`src/rtl/jk_bank_arbiter_pkg.sv`:
```
// rtl/jk_bank_arbiter_pkg.sv - shared defaults, round-robin pick and JK next-state helpers
package jk_bank_arbiter_pkg;

  localparam int N_REQ_DEFAULT  = 4;
  localparam int N_BITS_DEFAULT = 8;

  typedef struct packed {
    logic       found;
    logic [1:0] idx;
  } pick_t;

  // Scan downward so the candidate closest to ptr is written last and wins.
  function automatic pick_t rr_pick(input logic [3:0] eligible, input logic [1:0] ptr);
    pick_t      p;
    logic [1:0] cand;
    p = '0;
    for (int i = 3; i >= 0; i--) begin
      cand = ptr + 2'(i);
      if (eligible[cand]) begin
        p.found = 1'b1;
        p.idx   = cand;
      end
    end
    return p;
  endfunction

  function automatic logic jk_next(input logic j, input logic k, input logic q);
    return (j & ~q) | (~k & q);
  endfunction

endpackage

```
`src/rtl/jk_bank_arbiter_jk_bank.sv`:
```
// rtl/jk_bank_arbiter_jk_bank.sv - N_BITS-wide JK register bank with enable
module jk_bank
  import jk_bank_arbiter_pkg::*;
#(
  parameter int N_BITS = N_BITS_DEFAULT
) (
  input  logic              clk,
  input  logic              rst,
  input  logic              en,
  input  logic [N_BITS-1:0] j,
  input  logic [N_BITS-1:0] k,
  output logic [N_BITS-1:0] q,
  output logic [N_BITS-1:0] qbar
);

  logic [N_BITS-1:0] d;

  always_comb begin
    d = '0;
    for (int b = 0; b < N_BITS; b++) begin
      d[b] = jk_next(j[b], k[b], q[b]);
    end
  end

  always_ff @(posedge clk) begin
    if (rst) begin
      q <= '0;
    end else if (en) begin
      q <= d;
    end
  end

  assign qbar = ~q;

endmodule

```
`src/rtl/jk_bank_arbiter.sv`:
```
// rtl/jk_bank_arbiter.sv - round-robin arbiter serialising four requesters onto one JK bank
module jk_bank_arbiter
  import jk_bank_arbiter_pkg::*;
#(
  parameter int N_BITS = N_BITS_DEFAULT,
  parameter int N_REQ  = N_REQ_DEFAULT
) (
  input  logic                    clk,
  input  logic                    rst,
  input  logic [N_REQ-1:0]        req,
  input  logic [N_REQ*N_BITS-1:0] j_in,
  input  logic [N_REQ*N_BITS-1:0] k_in,
  output logic [N_REQ-1:0]        gnt,
  output logic [N_BITS-1:0]       q,
  output logic [N_BITS-1:0]       qbar,
  output logic                    busy
);

  localparam logic [N_REQ-1:0] ONE = 1;

  logic [1:0]        rr_ptr;
  logic [N_REQ-1:0]  eligible;
  pick_t             pick;
  logic [N_BITS-1:0] j_sel;
  logic [N_BITS-1:0] k_sel;

  // Last cycle's winner sits out one cycle so a held req cannot monopolise the bank.
  assign eligible = req & ~gnt;
  assign pick     = rr_pick(eligible, rr_ptr);
  assign busy     = |req;

  always_comb begin
    j_sel = '0;
    k_sel = '0;
    for (int r = 0; r < N_REQ; r++) begin
      if (pick.idx == 2'(r)) begin
        j_sel = j_in[r*N_BITS +: N_BITS];
        k_sel = k_in[r*N_BITS +: N_BITS];
      end
    end
  end

  always_ff @(posedge clk) begin
    if (rst) begin
      gnt    <= '0;
      rr_ptr <= '0;
    end else if (pick.found) begin
      gnt    <= ONE << pick.idx;
      rr_ptr <= pick.idx + 2'd1;
    end else begin
      gnt    <= '0;
    end
  end

  jk_bank #(
    .N_BITS(N_BITS)
  ) u_bank (
    .clk (clk),
    .rst (rst),
    .en  (pick.found),
    .j   (j_sel),
    .k   (k_sel),
    .q   (q),
    .qbar(qbar)
  );

endmodule

```
`config.mk`:
```
export PLATFORM = sky130hd
export DESIGN_NAME = jk_bank_arbiter
export DESIGN_NICKNAME = d
export VERILOG_FILES = /design/src/rtl/jk_bank_arbiter_pkg.sv /design/src/rtl/jk_bank_arbiter_jk_bank.sv /design/src/rtl/jk_bank_arbiter.sv
export SDC_FILE = /design/constraint.sdc
export NUM_CORES = 1
export LEC_CHECK = 0
export ABC_AREA = 1
export BUFFER_PORTS_ARGS = -buffer_cell sky130_fd_sc_hd__buf_2
export CAP_MARGIN = 0
export CORE_AREA = 2 2 67 69
export DETAILED_ROUTE_END_ITERATION = 10
export DIE_AREA = 0 0 69 71
export GPL_TIMING_DRIVEN = 0
export PLACE_DENSITY = 0.77
export SKIP_CTS_REPAIR_TIMING = 1
export SYNTH_ARGS = -nofsm -noshare
export SYNTH_HDL_FRONTEND = slang
export SYNTH_SLANG_ARGS = --single-unit
```
`constraint.sdc`:
```
create_clock -name clk -period 2.4 [get_ports clk]
set_clock_uncertainty 0.05 [all_clocks]
set_input_delay 0.24 -clock clk [delete_from_list [all_inputs] [get_ports clk]]
set_output_delay 0.24 -clock clk [all_outputs]
set_load 0.005 [all_outputs]
```
Word level (Yosys, flattened, before mapping)
Cells that the tools add are included.
{ "word_totals": {"ff_bits": 14, "output_inout_bits": 21, "elab_cells": 82} }
{ "classes": {"addsub": 4, "magnitude_cmp": 4, "eq_ne": 3, "shift": 1, "mux": 20, "bitwise": 44, "n_reduce_logical": 3} }
{ "ops": {"columns": ["operator", "count"], "rows": [
  ["8-bit two-way mux", 8],
  ["1-bit NOT", 17],
  ["1-bit bitwise AND", 16],
  ["2-bit by 3-bit < comparator with 1-bit output (second input constant)", 4],
  ["3-bit two-way mux", 4],
  ["1-bit binary-select mux with 2-bit select", 4],
  ["8-bit NOT", 1],
  ["1-bit bitwise OR", 8],
  ["2-bit by 1-bit adder with 2-bit output (second input constant)", 2],
  ["2-bit adder (second input constant)", 2],
  ["4-bit bitwise AND", 1],
  ["2-bit == test (second input constant)", 2],
  ["1-bit two-way mux", 4],
  ["4-bit NOT", 1],
  ["4-bit OR reduction", 1],
  ["1-bit by 2-bit << shifter with 4-bit output (first input constant)", 1],
  ["2-bit by 1-bit == test with 1-bit output (second input constant)", 1],
  ["2-bit logical NOT", 1],
  ["2-bit OR reduction", 1]
]} }

Depth between registers and ports, before layout
{ "depth": {"ltp_word": 16, "ltp_mapped": 23, "mapped_depth_nobuf": 22} }

Cells and area by module
Synthesis repeated with hierarchy kept, for this count alone.
{ "unflattened": {"hier_cells": 236, "hier_area_um2": 1401.3} }
{ "modules_own_cells": {"columns": ["module", "instances", "cells_each", "area_each_um2"], "rows": [
  ["jk_bank_arbiter", 1, 185, 1034.7],
  ["jk_bank", 1, 51, 366.6]
]} }

Worst setup path after synthesis
Ideal clock, no wire load.
{ "synth_timing": {"path_type": "flip-flop to flip-flop", "startpoint": "reg rr_ptr[0]", "endpoint": "reg u_bank.q[3]", "t_arrival_ns": 2.160, "slack_ns": 0.076, "path_stages_with_launch": 19, "path_buffers": 3, "period_less_slack_ns": 2.324, "path_cell_list": "dfxtp_1 buf_6 inv_4 nand3_1 nand2_4 nand2_1 nand2_1 nand2_1 nand2_1 nand2_1 nand2_2 inv_1 ha_1 buf_2 inv_1 clkbuf_1 o211ai_1 a21oi_2 o21ai_2"} }
{ "synth_lines": {"columns": ["element", "line_no", "text"], "rows": [
  ["from (decl)", "jk_bank_arbiter.sv:21", "logic [1:0] rr_ptr;"],
  ["from (signal assigned)", "jk_bank_arbiter.sv:49", "rr_ptr <= pick.idx + 2'd1;"],
  ["to (signal assigned)", "jk_bank_arbiter_jk_bank.sv:27", "q <= '0;"],
  ["to (signal assigned)", "jk_bank_arbiter_jk_bank.sv:29", "q <= d;"],
  ["to (decl)", "jk_bank_arbiter_jk_bank.sv:12", "output logic [N_BITS-1:0] q,"]
]} }

==> run metrics <==
Hold Path Class=input port to flop; library cells used by synthesis=24; total I/O pin count=91; Num CTS Buffers=3; HPWL Detailed=3630 um; critical path's most frequent cell=nand2_1; Tot Pwr=4.85 mW; most common cell in the netlist=nand2_1; worst r2r path cells=20; Leak=1.17 nW; dpl cells=372; antenna diode count=0; nets=410; vias in the first global route=1,749; CTS clk-pin slew, worst paths=60 ps; grt met1 use=22.8%; top-area cell type share of the netlist area=22.1%; Syn Inst Count=230; setup TNS=-0.988 ps; status=finished, violations left; full die area=4900 um2; GRT Total Usage=19.2%; Slew @ Worst Pin=339 ps; CP Data Arrival Time=2490 ps; FF-to-FF setup slack=-1 ps; CP endpoint=u_bank.q[2]; Routed Antenna Nets=0; via count=1,927; Layout Cells excl Fill=387; Clock Sinks=14; nature of the critical path endpoint=flop; Post-synth ARST share=0%; initial antenna violation count=0; layout cells sized above 1=57.3%; Initial Util=33.6%; buffers added on ports=90; GR Util met2=35.7%; fillers=391; largest area contributor in the netlist=nand2_1; synthesized cell area=1410 um2; post-synthesis sequential area ratio=19.9%; fin crit share=100%; Row Count=24; Synth area leaders=nand2_1, dfxtp_1, a21oi_1; Crit Path Category=flop to flop; Synth top cells by count=nand2_1, a21oi_1, inv_1; Die X=69 um; first-pass GRT wire length=7760 um; clk buf depth=2; RSZ-0062 raised after global routing=true; hold slack=273 ps; reg2reg start=rr_ptr[0]; Max Fanout on Critical Path=10; critical path depth in cells=20; Avg Cell Area, Syn=6.14 um2; Final Hold Vio Count=0; DRT Wirelength=5110 um; number of flops mapped to enable cells by yosys=0; drt drc=0; Worst Slack Setup Final=-0.988 ps; Critical Path Source=rr_ptr[0]; slowest stage delay, CP=330 ps; pin count of the biggest net entering global routing=11; Fmax achieved=416 MHz; syn nets=304; flops & latches, synth=14; power per standard cell area=2060 nW/um2; Placer Congestion=0.834; crit start category=flop; met3 usage=2.85%; Worst-Skew Late Latency=250 ps; total grt overflow=0; max_slew headroom=77.3%; WP data required=2490 ps; Max Cap Violations=0; FF-to-FF End=u_bank.q[2]; crit path cell chain=buf_8, inv_8, nand3_2, nand2_4, nand2_2, nand2_1, nand2_2, nand2_1, nand2_2, nand2_4, inv_2, ha_2, buf_6, buf_8, a21oi_1, nand2_1, o21ai_1, a21oi_1, nand2_1, o21ai_2; Synth Flop Type=dfxtp_1; Die Height=71 um; crit path time final=2400 ps; kind of cell adding the most delay to the critical path=simple AND/OR/NAND/NOR gates; Final setup viols=1; CTS tree=yes; Core Area=4200 um2; WP buf/inv=5; DR iter-0 viols=43; CP max stage cell=dfxtp_2; warnings from Yosys=0; clock root buffer master=clkbuf_8; CTS H-tree lvls=1; failing checks=negative setup slack; first drt pass iteration count=4; routed len/inst=13.2 um; vias per cell=4.98; Layout Area Growth over Synthesis=67.0%; Final Slew Violations=0; GR peak layer=met2; Peak VDD IR=1050 uV
-- state kept, by name, summed over array words and instances (netlist names) --
signal    cells
gnt           4
rr_ptr        2
u_bank.q      8
-- worst min-delay path: stages --
cell	delay, ps
buf_2	90
nand2_1	70
a21oi_2	50
o21ai_2	90
-- metal layers --
metal / share of wire, % / wire length [um]
met5: 0 / 0
met1: 41 / 2090
met2: 51 / 2600
met4: 1.4 / 70
met3: 6.7 / 341
-- stage by stage --
stage	utilization, %	setup WS, ps	cell area, um2
finish	56.1	-0.988	2360
global route	56.1	-134	2360
CTS	47.1	-492	1980
detailed placement	45.8	-461	1930
global placement	45.8	-419	1930
floorplan	-	75.8	1410
-- where the power goes --
part           internal (mW)  switching, mW
Clock                  0.145         0.0892
Combinational           1.86           2.35
Sequential             0.336         0.0688
-- worst min-delay path by stage --
stage	startpoint	to	slack (ps)	cells after the start
final	k_in[29]	u_bank.q[5]	270	4
after global routing	k_in[25]	u_bank.q[1]	290	4
after CTS	k_in[29]	u_bank.q[5]	280	4
after detailed placement	u_bank.q[5]	u_bank.q[5]	440	2
after global placement	u_bank.q[1]	u_bank.q[1]	440	2
after floorplan	rst	u_bank.q[0]	370	3
-- kinds of logic after synthesis --
logic type	synth area share, %
DFF	19.9
AOI/OAI and AO/OA	29.3
adders and majority gates	3.55
and+or+nand+nor	35.8
buffers and inverters	11.5
-- final cells by class --
type	count	area, um2	share of cell area (%)
Inverter	24	103	4.35
Buffer	11	134	5.68
Timing Repair Buffer	101	551	23.4
Sequential cell	14	283	12.0
Multi-Input combinational cell	181	1170	49.5
Tap cell	52	65.1	2.76
Clock buffer	4	55.1	2.34
-- placed cells by master, fill, tap and decap left out, types with 2 or more instances in the layout --
cell      count
buf_2        90
o21ai_0       9
nand3_1       3
buf_6         3
o21ai_2      13
ha_4          2
nand2_4       6
nor2_4        2
clkbuf_8      4
o21ai_1       4
dfxtp_2       2
nand2_1      69
nand3_4       3
inv_1        15
buf_8         4
o211ai_1      7
buf_4        10
clkbuf_4      2
nor2_1        5
nand3_2       5
nand2_2      13
inv_2         6
dfxtp_1      12
a21oi_2      18
a21oi_1      16
nor2_8        2
No activity file was read; power rests on OpenSTA's default activity.
